### src/rtl/multicycle_control_fsm.sv
// Multicycle MIPS sequencing controller: per-cycle datapath strobes,
// memory wait/timeout handling and irq/exception entry at instruction end.
module multicycle_control_fsm #(
  parameter int WAIT_MAX = 15,
  parameter int CNT_W    = 4
) (
  input  logic       clk,
  input  logic       reset,
  input  logic [5:0] opcode,
  input  logic [5:0] funct,
  input  logic       ker,
  input  logic       irq,
  input  logic       mem_ready,
  input  logic       branch_taken,
  output logic       pc_write,
  output logic [2:0] pc_src,
  output logic       ir_write,
  output logic       iord,
  output logic       mem_read,
  output logic       mem_write,
  output logic       reg_write,
  output logic [1:0] reg_dst,
  output logic [1:0] memtoreg,
  output logic       alu_src1,
  output logic [1:0] alu_src2,
  output logic [1:0] alu_op,
  output logic       instr_done,
  output logic [3:0] state
);

  typedef enum logic [3:0] {
    BOOT   = 4'd0,
    FETCH  = 4'd1,
    DECODE = 4'd2,
    EXEC   = 4'd3,
    MEMADR = 4'd4,
    MEMACC = 4'd5,
    WB     = 4'd6,
    BRANCH = 4'd7,
    JUMP   = 4'd8,
    IRQ    = 4'd9,
    EXC    = 4'd10
  } st_t;

  localparam logic [CNT_W-1:0] WMAX  = CNT_W'(WAIT_MAX);
  localparam logic [CNT_W-1:0] WLAST = CNT_W'(WAIT_MAX - 1);

  st_t              cur;
  st_t              nxt;
  st_t              eoi;
  logic [CNT_W-1:0] wcnt;

  logic rtype;
  logic legal;
  logic is_jump;
  logic is_branch;
  logic is_mem;
  logic is_sw;
  logic timeout;

  assign rtype = (opcode == 6'h00);
  assign legal = rtype
    ? (funct inside {6'h00, 6'h02, 6'h03, 6'h08,
                     6'h09, [6'h20:6'h27], 6'h2a})
    : (opcode inside {[6'h01:6'h0c], 6'h0f,
                      6'h23, 6'h2b});
  assign is_jump = (opcode == 6'h02) || (opcode == 6'h03)
    || (rtype && (funct inside {6'h08, 6'h09}));
  assign is_branch = opcode inside {6'h01, [6'h04:6'h07]};
  assign is_mem = (opcode == 6'h23) || (opcode == 6'h2b);
  assign is_sw = (opcode == 6'h2b);
  // 15th consecutive wait cycle is the last one tolerated
  assign timeout = !mem_ready && (wcnt == WLAST);
  assign eoi = (irq && !ker) ? IRQ : FETCH;
  assign state = cur;

  always_ff @(posedge clk or posedge reset) begin
    if (reset) cur <= BOOT;
    else       cur <= nxt;
  end

  always_ff @(posedge clk or posedge reset) begin
    if (reset)
      wcnt <= '0;
    else if (nxt != cur && (nxt == FETCH || nxt == MEMACC))
      wcnt <= '0;
    else if ((cur == FETCH || cur == MEMACC) && !mem_ready
             && wcnt != WMAX)
      wcnt <= wcnt + CNT_W'(1);
  end

  always_comb begin
    nxt = EXC;
    case (cur)
      BOOT:   nxt = FETCH;
      FETCH:  nxt = mem_ready ? DECODE : (timeout ? EXC : FETCH);
      DECODE: begin
        if (!legal)         nxt = EXC;
        else if (is_jump)   nxt = JUMP;
        else if (is_branch) nxt = BRANCH;
        else if (is_mem)    nxt = MEMADR;
        else                nxt = EXEC;
      end
      EXEC:   nxt = WB;
      MEMADR: nxt = MEMACC;
      MEMACC: begin
        if (mem_ready)    nxt = is_sw ? eoi : WB;
        else if (timeout) nxt = EXC;
        else              nxt = MEMACC;
      end
      WB, BRANCH, JUMP: nxt = eoi;
      IRQ, EXC:         nxt = FETCH;
      default:          nxt = EXC;
    endcase
  end

  always_comb begin
    pc_write   = 1'b0;
    pc_src     = 3'd0;
    ir_write   = 1'b0;
    iord       = 1'b0;
    mem_read   = 1'b0;
    mem_write  = 1'b0;
    reg_write  = 1'b0;
    reg_dst    = 2'd0;
    memtoreg   = 2'd0;
    alu_src1   = 1'b0;
    alu_src2   = 2'd0;
    alu_op     = 2'd0;
    instr_done = 1'b0;
    case (cur)
      FETCH: begin
        mem_read = 1'b1;
        alu_src2 = 2'd1;
        ir_write = mem_ready;
        pc_write = mem_ready;
      end
      DECODE: alu_src2 = 2'd3;
      EXEC: begin
        alu_op   = 2'd2;
        alu_src1 = 1'b1;
        alu_src2 = rtype ? 2'd0 : 2'd2;
      end
      MEMADR: begin
        alu_src1 = 1'b1;
        alu_src2 = 2'd2;
      end
      MEMACC: begin
        iord       = 1'b1;
        mem_read   = !is_sw;
        mem_write  = is_sw;
        instr_done = is_sw && mem_ready;
      end
      WB: begin
        reg_write  = 1'b1;
        reg_dst    = rtype ? 2'd0 : 2'd1;
        memtoreg   = (opcode == 6'h23) ? 2'd1 : 2'd0;
        instr_done = 1'b1;
      end
      BRANCH: begin
        alu_op     = 2'd1;
        pc_src     = 3'd1;
        pc_write   = branch_taken;
        instr_done = 1'b1;
      end
      JUMP: begin
        pc_write   = 1'b1;
        instr_done = 1'b1;
        pc_src     = rtype ? 3'd3 : 3'd2;
        if (opcode == 6'h03) begin
          reg_write = 1'b1;
          reg_dst   = 2'd2;
          memtoreg  = 2'd2;
        end else if (rtype && funct == 6'h09) begin
          reg_write = 1'b1;
          memtoreg  = 2'd2;
        end
      end
      IRQ, EXC: begin
        pc_write   = 1'b1;
        pc_src     = (cur == IRQ) ? 3'd4 : 3'd5;
        reg_write  = 1'b1;
        reg_dst    = 2'd3;
        memtoreg   = 2'd2;
        instr_done = 1'b1;
      end
      default: ;
    endcase
  end

endmodule

### config.mk
export PLATFORM = sky130hd
export DESIGN_NAME = multicycle_control_fsm
export DESIGN_NICKNAME = d
export VERILOG_FILES = /design/src/rtl/multicycle_control_fsm.sv
export SDC_FILE = /design/constraint.sdc
export NUM_CORES = 1
export LEC_CHECK = 0
export CORE_UTILIZATION = 45
export DETAILED_ROUTE_END_ITERATION = 16
export PLACE_DENSITY = 0.87
export RECOVER_POWER = 50
export SLEW_MARGIN = 20
export SYNTH_ARGS = -nofsm -noshare
export SYNTH_HDL_FRONTEND = slang
export SYNTH_SLANG_ARGS = --single-unit
### constraint.sdc
create_clock -name clk -period 4.26 [get_ports clk]
set_clock_uncertainty 0.2 [all_clocks]
set_input_delay 0.852 -clock clk [delete_from_list [all_inputs] [get_ports clk]]
set_output_delay 0.852 -clock clk [all_outputs]
set_load 0.005 [all_outputs]
# Word level (Yosys, flattened, before mapping)

Cells that the tools add are included.

Input bits: 18
Word-level logic and storage cells: 106
Output and inout bits: 23
Register bits after elaboration: 8

Eq/ne operators: 26
Add/sub/neg operators: 1
Reductions and logical operators: 34
Muxes and demuxes: 37
Magnitude comparators: 6

Operator list:

| cell               | number |
|---|---|
| $mux 4             | 10 |
| $pmux 4 s7         | 1 |
| $eq 6x2->1 const B | 4 |
| $eq 4x3->1 const B | 5 |
| $eq 6x4->1 const B | 3 |
| $eq 6x6->1 const B | 3 |
| $eq 4x4->1 const B | 4 |
| $logic_not 6->1    | 2 |
| $pmux 2 s3         | 2 |
| $reduce_or 3->1    | 4 |
| $logic_and 1x1->1  | 11 |
| $mux 1             | 11 |
| $pmux 3 s3         | 1 |
| $eq 4x1->1 const B | 2 |
| $eq 4x2->1 const B | 2 |
| $mux 2             | 4 |
| $pmux 2 s4         | 1 |
| $reduce_bool 7->1  | 1 |
| $eq 6x1->1 const B | 1 |
| $ge 6x1->1 const B | 1 |
| $ge 6x3->1 const B | 1 |
| $ge 6x6->1 const B | 1 |
| $le 6x3->1 const B | 1 |
| $le 6x4->1 const B | 1 |
| other kinds (15)   | 27 |

# Longest topological paths before layout

Gate-level depths: netlist (run 1).

Depth after elaboration: 11
Mapped depth: 6
Mapped depth without buffers: 6

# Worst setup path after synthesis (run 1)

No wires, ideal clock.

Path kind: input to output
Start: in opcode[3]
End: out reg_write
Buffers on the path: 1
Data required time: 3.208 ns
Stages: 4
Arrival time: 1.930 ns
Setup slack: 1.278 ns
Path through: buf_2 > or4_1 > a21o_1 > o31ai_1

Longest elaborated chain between the ends: 5
Elaborated cells on any way between the ends: 6
Classes of those cells: eq/ne: 1; mux: 3; reduce/logical: 2

RTL lines:

| item               | RTL line | source |
|---|---|---|
| start: declaration | 9        | `input logic [5:0] opcode,` |
| $logic_not 6->1    | 61       | `assign rtype = (opcode == 6'h00);` |
| $logic_and 1x1->1  | 174      | `end else if (rtype && funct == 6'h09) begin` |
| $mux 1             | 174      |  |
| $mux 1 (*)         | 170      | `if (opcode == 6'h03) begin` |
| $pmux 1 s2 (*)     | 131      | `case (cur)` |
| end: declaration   | 21       | `output logic reg_write,` |

Every way passes the cells marked *; elsewhere a longest branch is shown, timed or not.

# Final worst setup path (run 1)

Start: in opcode[5]
End: out mem_write

Longest elaborated chain between the ends: 2

RTL lines:

| item             | RTL line | source |
|---|---|---|
| $eq 6x6->1       | 71       | `assign is_sw = (opcode == 6'h2b);` |
| $mux 1           | 131      |  |
| end: declaration | 20       | `output logic mem_write,` |

Every way passes these cells.

==> results.cfg, run 1 <==
[worst_setup_path]
end_kind = output port
worstPathRequired_ns = 3.21
critical_path_class = input port to output port
arrival_ns = 2.90
start_kind = input port
path_max_fanout = 8

[logic_synthesis]
synth-async-reset-ratio = 1.000
syn_area_um2 = 1146
synth-edff-count = 0
synthesis.instances = 148
ys.flop_type = dfrtp_1
synth-seq-cells = 8
synth_simple_gate_area_share = 0.3439
ys_seq_area_frac = 0.1747
synth_compound_area_frac = 0.3352
synthMuxAreaShare = 0.01747
yosysTopAreaCell = dfrtp_1
synth.top_cell.area_share = 0.1747
synth_area_leaders = dfrtp_1 (17%), a31oi_1 (4.4%), nor2_1 (4.3%), a21oi_1 (3.9%), nand2b_1 (3.8%)
synth_fp_nets = 168
synthAdderAreaFrac = 0.02183
synth_top_family_by_area = simple AND/OR/NAND/NOR gates
synth_xor_area_frac = 0.01528
yosysWarnings = 0
avgSynthCellArea_um2 = 7.744
ys_types = 59

[clock_network]
cts_max_path_buffers = 2
cts.sinks = 8
worstSkewPairLatency_ns = 0.26
cts_root_buf = clkbuf_4
path_clk_slew_ns = 0.05
hold_buffers = 0
post_cts_buffers = 0
cts_tree = yes
htreeDepth = 1
cts_buffers = 3
post_cts_resized = 0

[timing]
whs_ns = 0.4659
worst_pin_slew_ns = 0.6755
rsz0062_at_grt = no
fin_crit_sh = 0.9285
setup_slack_ns = 0.3047
fmax_ghz = 0.2528
finalSetupTns_ns = 0
hold_viol = 0
timing.slew.headroom = 0.5497
finalMaxSlewViolations = 0
setup_violations = 0
min_period_ns = 3.955

[grt]
gr-total-overflow = 0
grt.total_usage = 0.2423
antenna_found_initial = 0
grt_max_degree = 22
grt_pass1_wl_um = 4954
grt_pass1_vias = 1199

[power_and_ir_drop]
irDropWorstVdd_v = 0.0002455
switching_share = 0.4576
p_leak_nw = 0.5734
power_mw = 0.8114
p_clk_frac = 0.073
p_per_area_nw_per_um2 = 534.6
p_int_mw = 0.4400
p_switching_mw = 0.3713
pwr-share-seq = 0.251
comb_power_share = 0.676

[route]
drt_pass1_iterations = 4
via_count = 1307
routedWlPerCell_um = 15.62
drt_iter0_drc = 75
postRouteWirelength_um = 3249
drc = 0
via_per_inst = 6.284
ant_nets = 0

[die]
die_height_um = 52.47
start_util = 0.4989
die-area_um2 = 2753
core_um2 = 2297
die_w_um = 52.47
row_count = 17
io_pins = 41

[final_layout]
fin_cells = 208
most-common-layout-cells = clkdlybuf4s50_1 (35), nor2_1 (13), nand2_1 (10), a21oi_1 (9)
final_util = 0.6607
final_common_cell = clkdlybuf4s50_1
fill_cells = 205
design_area_um2 = 1518
diodes = 0
layout.nets = 202
syn_to_final_growth_pct = 32.42
drive_above_1_share = 0.06667

[placed_design]
dpl_worst_slack_ns = 0.3219
hpwl_um = 2533
gp_congestion = 0.8283
port_buffers = 40
dp.cells = 205
placed_area_um2 = 1521

[job]
maxCapViolCount = 0

[run_status]
status = complete, no violations

[hold_path]
hp-class = register to register
==> logic make-up (layout without fill, tap and decap cells) <==
family | after synthesis | in the layout
AO/OA/AOI/OAI | 52 | 52
multiplexers | 2 | 2
flip-flops | 8 | 8
adder cells (fa/ha/maj) | 2 | 2
AND/OR/NAND/NOR | 61 | 61
XOR/XNOR | 2 | 2
buffers and inverters | 21 | 53
==> power by group through the flow <==
stage | logic (mW) | registers [mW] | clock network, mW
CTS | 0.554 | 0.203 | 0.0601
finish | 0.549 | 0.203 | 0.0591
detailed placement | 0.551 | 0.205 | 0
floorplan | 0.398 | 0.122 | 0
global placement | 0.539 | 0.199 | 0
global route | 0.593 | 0.213 | 0.0639
==> Yosys cell counts, types with 2 or more instances <==
| master | n |
|---|---|
| nor4b_2 | 2 |
| nand3b_1 | 2 |
| ha_1 | 2 |
| nand3_1 | 2 |
| a21oi_1 | 9 |
| clkbuf_1 | 3 |
| dfrtp_1 | 8 |
| mux2i_1 | 2 |
| o31ai_1 | 2 |
| o211ai_1 | 2 |
| o21ai_0 | 3 |
| nand2_1 | 10 |
| a31oi_1 | 8 |
| nand2b_1 | 7 |
| buf_2 | 4 |
| nand4_1 | 2 |
| buf_6 | 2 |
| inv_1 | 8 |
| nor2b_1 | 5 |
| a32oi_1 | 2 |
| a211oi_1 | 2 |
| nor3_1 | 5 |
| and3_1 | 2 |
| nor2_1 | 13 |
| o21ai_1 | 2 |
| o22a_1 | 2 |
| clkbuf_2 | 2 |
| a21o_1 | 2 |
| a21boi_0 | 3 |
==> path summary, 6_finish.rpt <==
| kind | slack (ns) | depth (start not counted) | start | to |
|---|---|---|---|---|
| min reg2reg | 0.47 | 3 | wcnt[0]$_DFFE_PP0P_ | wcnt[0]$_DFFE_PP0P_ |
| min | 0.47 | 3 | wcnt[0]$_DFFE_PP0P_ | wcnt[0]$_DFFE_PP0P_ |
| min in group asynchronous | 0.77 | 2 | reset | state[1]$_DFF_PP0_ |
| max reg2reg | 1.85 | 4 | state[0]$_DFF_PP0_ | wcnt[1]$_DFFE_PP0P_ |
| max | 0.30 | 4 | opcode[5] | mem_write |
| max in group asynchronous | 2.86 | 2 | reset | wcnt[0]$_DFFE_PP0P_ |
==> final cells by class <==
type                    instances  area, um^2  area share
well taps                      28       35.03     0.02308
flip-flops and latches          8       200.2      0.1319
multi-input cells             119       814.5      0.5367
repair buffers                 42       415.4      0.2737
clock buffers                   3       22.52     0.01484
inverters                       8       30.03     0.01979
==> critical path, cell delays in order <==
cell and delay, ns:
dlygate4sd3_1 0.71, nand4b_1 0.20, nor4b_1 0.53, clkdlybuf4s50_1 0.60
==> state kept, by name, indices dropped and copies added (netlist names) <==
name and flops:
state 4, wcnt 4
==> metal layers <==
metal	vias up	GRT usage	routed length [um]
met5	-	0	0
met4	0	0.1053	52
met3	7	0.02319	197
met2	61	0.4641	1727
met1	616	0.2632	1271
li1	623	-	-
Note: power is estimated with default switching activity, not from simulation.
==> inputs of run 2 (changes only) <==
==> constraint.sdc (replaced) <==
create_clock -name clk -period 3.95 [get_ports clk]
set_clock_uncertainty 0.2 [all_clocks]
set_input_delay 0.79 -clock clk [delete_from_list [all_inputs] [get_ports clk]]
set_output_delay 0.79 -clock clk [all_outputs]
set_load 0.005 [all_outputs]
==> results.cfg, run 2 (same netlist as run 1, synthesis figures left out) <==
[run_status]
status = complete, no violations

[timing]
timing.slew.headroom = 0.5829
finalSetupTns_ns = 0
min_period_ns = 3.804
rsz0062_at_grt = no
fmax_ghz = 0.2629
setup_violations = 0
fin_crit_sh = 0.9631
worst_pin_slew_ns = 0.6257
whs_ns = 0.4567
hold_viol = 0
finalMaxSlewViolations = 0

[route]
via_count = 1337
ant_nets = 0
drt_iter0_drc = 40
drc = 0
drt_pass1_iterations = 5
via_per_inst = 6.367
routedWlPerCell_um = 15.98
postRouteWirelength_um = 3355

[worst_setup_path]
path_max_fanout = 5
r2r-start = state[1]$_DFF_PP0_
slowest_delay_ns = 0.53
r2r-end = wcnt[0]$_DFFE_PP0P_
start_kind = input port
rrSetupSlack_ns = 1.70
worst-r2r-cell-count = 4
end_kind = output port
crit_top_cell = clkdlybuf4s50_1
critical_path_class = input port to output port
arrival_ns = 2.81
crit_slowest_cell = clkdlybuf4s50_1
worstPathRequired_ns = 2.96
cp_cell_sequence = clkdlybuf4s50_1 -> clkbuf_1 -> nand4b_1 -> nor2_1 -> a41oi_1 -> o21ai_0 -> clkdlybuf4s50_1

[final_layout]
final_common_cell = clkdlybuf4s50_1
fill_cells = 213
multi_input_area_um2 = 803.3
syn_to_final_growth_pct = 32.42
final_util = 0.6607
drive_above_1_share = 0.07143
most-common-layout-cells = clkdlybuf4s50_1 (36), nor2_1 (13), nand2_1 (10), a21oi_1 (9)
ff_latch_area_um2 = 200.2
layout.nets = 204
diodes = 0

[die]
start_util = 0.4989
core_um2 = 2297
io_pins = 41
die_height_um = 52.47
row_count = 17
die_w_um = 52.47
die-area_um2 = 2753

[clock_network]
cts.sinks = 8
cts_tree = yes
cts_root_buf = clkbuf_4
cts_max_path_buffers = 2
post_cts_resized = 0
htreeDepth = 1
path_clk_slew_ns = 0.05
hold_buffers = 0
cts_buffers = 3
worstSkewPairLatency_ns = 0.25
post_cts_buffers = 0

[hold_path]
holdCritStartpoint = wcnt[1]$_DFFE_PP0P_
min_path_cells = 2
hp-class = register to register
holdPathEnd = wcnt[1]$_DFFE_PP0P_

[grt]
grt_pass1_vias = 1214
grt_pass1_wl_um = 5354
gr-total-overflow = 0
grt_max_degree = 22
grt.total_usage = 0.2628
antenna_found_initial = 0

[job]
maxCapViolCount = 0

[placed_design]
hpwl_um = 2640
port_buffers = 40
gp_congestion = 0.9376

[power_and_ir_drop]
p_per_area_nw_per_um2 = 560.8
irDropWorstVdd_v = 0.0002810
p_leak_nw = 0.5750
-- run 2: changes by cell type in the layout (fill, tap and decap cells not counted), sizes merged --
cell	previous run	this run
buf	2	3
clkdlybuf4s50	35	36
dlygate4sd3	5	4
clkbuf	3	4
-- run 2: worst max-delay path by stage --
stage                    from          to  slack [ns]  depth (start not counted)
floorplan           opcode[3]   reg_write        1.09                          4
finish              opcode[2]  instr_done        0.15                          7
detailed placement  opcode[1]   reg_write        0.26                          6
CTS                 opcode[1]   reg_write        0.24                          6
global route        opcode[2]  instr_done        0.07                          7
global placement    opcode[2]   reg_write        0.30                          5
-- run 2: cell type report --
| type | count | area share |
|---|---|---|
| multi-input cells | 119 | 0.5293 |
| inverters | 8 | 0.01979 |
| clock buffers | 3 | 0.01484 |
| well taps | 28 | 0.02308 |
| repair buffers | 44 | 0.2811 |
| flip-flops and latches | 8 | 0.1319 |
-- run 2: critical path: cells and delay by family --
family                 cells  cell delay (ns)
buffers and inverters      3             1.13
AO/OA/AOI/OAI              2             0.33
AND/OR/NAND/NOR            2             0.56
-- run 2: where the power goes --
group / internal (mW) / total [mW] / switching [mW]
Sequential: 0.109 / 0.217 / 0.108
Clock: 0.0347 / 0.0614 / 0.0267
Combinational: 0.321 / 0.573 / 0.252
-- run 2: per-stage QoR --
| step | instances | power, mW | worst slack (ns) | instance area (um^2) |
|---|---|---|---|---|
| final | 210 | 0.8512 | 0.1456 | 1518 |
| after global routing | 210 | 0.9196 | 0.06754 | 1518 |
| after CTS | 210 | 0.8767 | 0.2435 | 1559 |
| after detailed placement | 207 | 0.8134 | 0.2566 | 1536 |
| after global placement | 207 | 0.7988 | 0.2990 | 1536 |
| after floorplan | 148 | 0.5605 | 1.092 | 1146 |
-- run 2: per-layer routing --
layer | share of wire | track usage
met3 | 0.050 | 0.02029
met5 | 0 | 0
met2 | 0.53 | 0.4873
met4 | 0.019 | 0.1140
met1 | 0.40 | 0.3018
==> inputs of run 3 (changes only) <==
--- a/config.mk
+++ b/config.mk
@@ -5,10 +5,13 @@
 export SDC_FILE = /design/constraint.sdc
 export NUM_CORES = 1
 export LEC_CHECK = 0
-export CORE_UTILIZATION = 45
+export CAP_MARGIN = 30
+export CORE_UTILIZATION = 46
+export CTS_BUF_LIST = sky130_fd_sc_hd__clkbuf_8
 export DETAILED_ROUTE_END_ITERATION = 16
-export PLACE_DENSITY = 0.87
+export PLACE_DENSITY = 0.89
 export RECOVER_POWER = 50
+export SKIP_LAST_GASP = 1
 export SLEW_MARGIN = 20
 export SYNTH_ARGS = -nofsm -noshare
 export SYNTH_HDL_FRONTEND = slang
==> results.cfg, run 3 (same netlist as run 1, synthesis figures left out) <==
[grt]
grt_pass1_vias = 1212
antenna_found_initial = 0
grt.total_usage = 0.2546
gr-total-overflow = 0
grt_max_degree = 22
grt_pass1_wl_um = 5147

[worst_setup_path]
end_kind = output port
r2r-end = wcnt[2]$_DFFE_PP0P_
worstPathRequired_ns = 2.96
startpoint = opcode[1]
critPathBufInv = 2
cp_cell_sequence = clkdlybuf4s50_1 -> nor2_1 -> nand4_1 -> a21o_1 -> o31ai_1 -> clkdlybuf4s50_1
cp_top_family = buffers and inverters
crit_slowest_cell = clkdlybuf4s50_1
arrival_ns = 2.74
r2r-start = state[1]$_DFF_PP0_
critical_path_class = input port to output port
rrSetupSlack_ns = 1.68
worst-r2r-cell-count = 4
path_max_fanout = 8
start_kind = input port
slowest_delay_ns = 0.57
crit_top_cell = clkdlybuf4s50_1

[placed_design]
hpwl_um = 2483
dpl_worst_slack_ns = 0.2413
port_buffers = 40
gp_congestion = 0.8184

[timing]
setup_slack_ns = 0.2196
setup_violations = 0
min_period_ns = 3.730
finalMaxSlewViolations = 0
finalSetupTns_ns = 0
rsz0062_at_grt = no
timing.slew.headroom = 0.5884
fin_crit_sh = 0.9444
worst_pin_slew_ns = 0.6174
fmax_ghz = 0.2681
whs_ns = 0.4711
hold_viol = 0

[final_layout]
most-common-layout-cells = clkdlybuf4s50_1 (34), nor2_1 (13), nand2_1 (10), a21oi_1 (9)
final_util = 0.6833
syn_to_final_growth_pct = 35.70
diodes = 0
layout.nets = 204
drive_above_1_share = 0.08242
final_common_cell = clkdlybuf4s50_1

[route]
wl_met3_um = 169
routedWlPerCell_um = 15.23
postRouteWirelength_um = 3199
drt_pass1_iterations = 4
drt_iter0_drc = 46
ant_nets = 0
met2_length_um = 1729
maxUsedRoutingLayer = met4
via_per_inst = 6.200
wl_met1_um = 1283
drc = 0
via_count = 1302

[power_and_ir_drop]
p_leak_nw = 0.6006
irDropWorstVdd_v = 0.0004766
p_per_area_nw_per_um2 = 567.1

[clock_network]
path_clk_slew_ns = 0.04
htreeDepth = 1
hold_buffers = 0
cts_buffers = 3
cts_max_path_buffers = 2
worstSkewPairLatency_ns = 0.23
cts_tree = yes
post_cts_buffers = 0
cts.sinks = 8
cts_root_buf = clkbuf_8
post_cts_resized = 0

[hold_path]
holdPathEnd = wcnt[1]$_DFFE_PP0P_
holdCritStartpoint = wcnt[1]$_DFFE_PP0P_
hp-class = register to register
min_path_cells = 2

[die]
start_util = 0.5036
die-area_um2 = 2695
core_um2 = 2276
row_count = 17
die_height_um = 51.92
die_w_um = 51.92
io_pins = 41

[job]
maxCapViolCount = 0

[run_status]
status = complete, no violations
-- run 3: cell count changes in the layout (fill, tap and decap cells not counted), moves of 2 or more --
cell,previous run,this run
clkbuf_4,3,0
clkbuf_8,0,3
clkdlybuf4s50_1,36,34
dlygate4sd3_1,4,6
-- run 3: final cells by class --
type / count / area (um^2)
clock buffer: 3 / 41.29
sequential: 8 / 200.2
tap: 28 / 35.03
multi-input combinational: 119 / 818.3
timing repair buffer: 44 / 430.4
inverter: 8 / 30.03
fill: 191 / 720.7
-- run 3: how the worst max path moves through the flow --
| stage | to | slack [ns] | depth (start not counted) |
|---|---|---|---|
| 2_1_floorplan | reg_write | 1.09 | 4 |
| 3_3_place_gp | reg_write | 0.29 | 5 |
| 3_5_place_dp | reg_write | 0.24 | 5 |
| 4_1_cts | reg_write | 0.24 | 5 |
| 5_1_grt | instr_done | 0.09 | 6 |
| 6_report | reg_write | 0.22 | 6 |
-- run 3: power by group --
group          switching (mW)  leakage [nW]  internal, mW
Sequential              0.102         0.104         0.110
Combinational           0.255         0.475         0.319
Clock                  0.0303        0.0216        0.0658
Total                   0.387         0.601         0.495
-- run 3: stage by stage --
| step | instance area [um^2] | power (mW) | cells |
|---|---|---|---|
| finish | 1555 | 0.8820 | 210 |
| global route | 1555 | 0.9487 | 210 |
| CTS | 1578 | 0.9108 | 210 |
| detailed placement | 1536 | 0.8052 | 207 |
| global placement | 1536 | 0.7978 | 207 |
| floorplan | 1146 | 0.5605 | 148 |
-- run 3: worst register-to-register path, cell delays in order (launching register included) --
cell and delay (ns):
dfrtp_1 0.73, nand2b_1 0.37, nor2_1 0.08, a221oi_1 0.58
a31oi_1 0.17
-- run 3: metal layers --
metal,global-route usage,up-vias
li1,-,628
met1,0.2768,616
met2,0.4850,56
met3,0.04971,2
met4,0.07658,0
met5,0,-
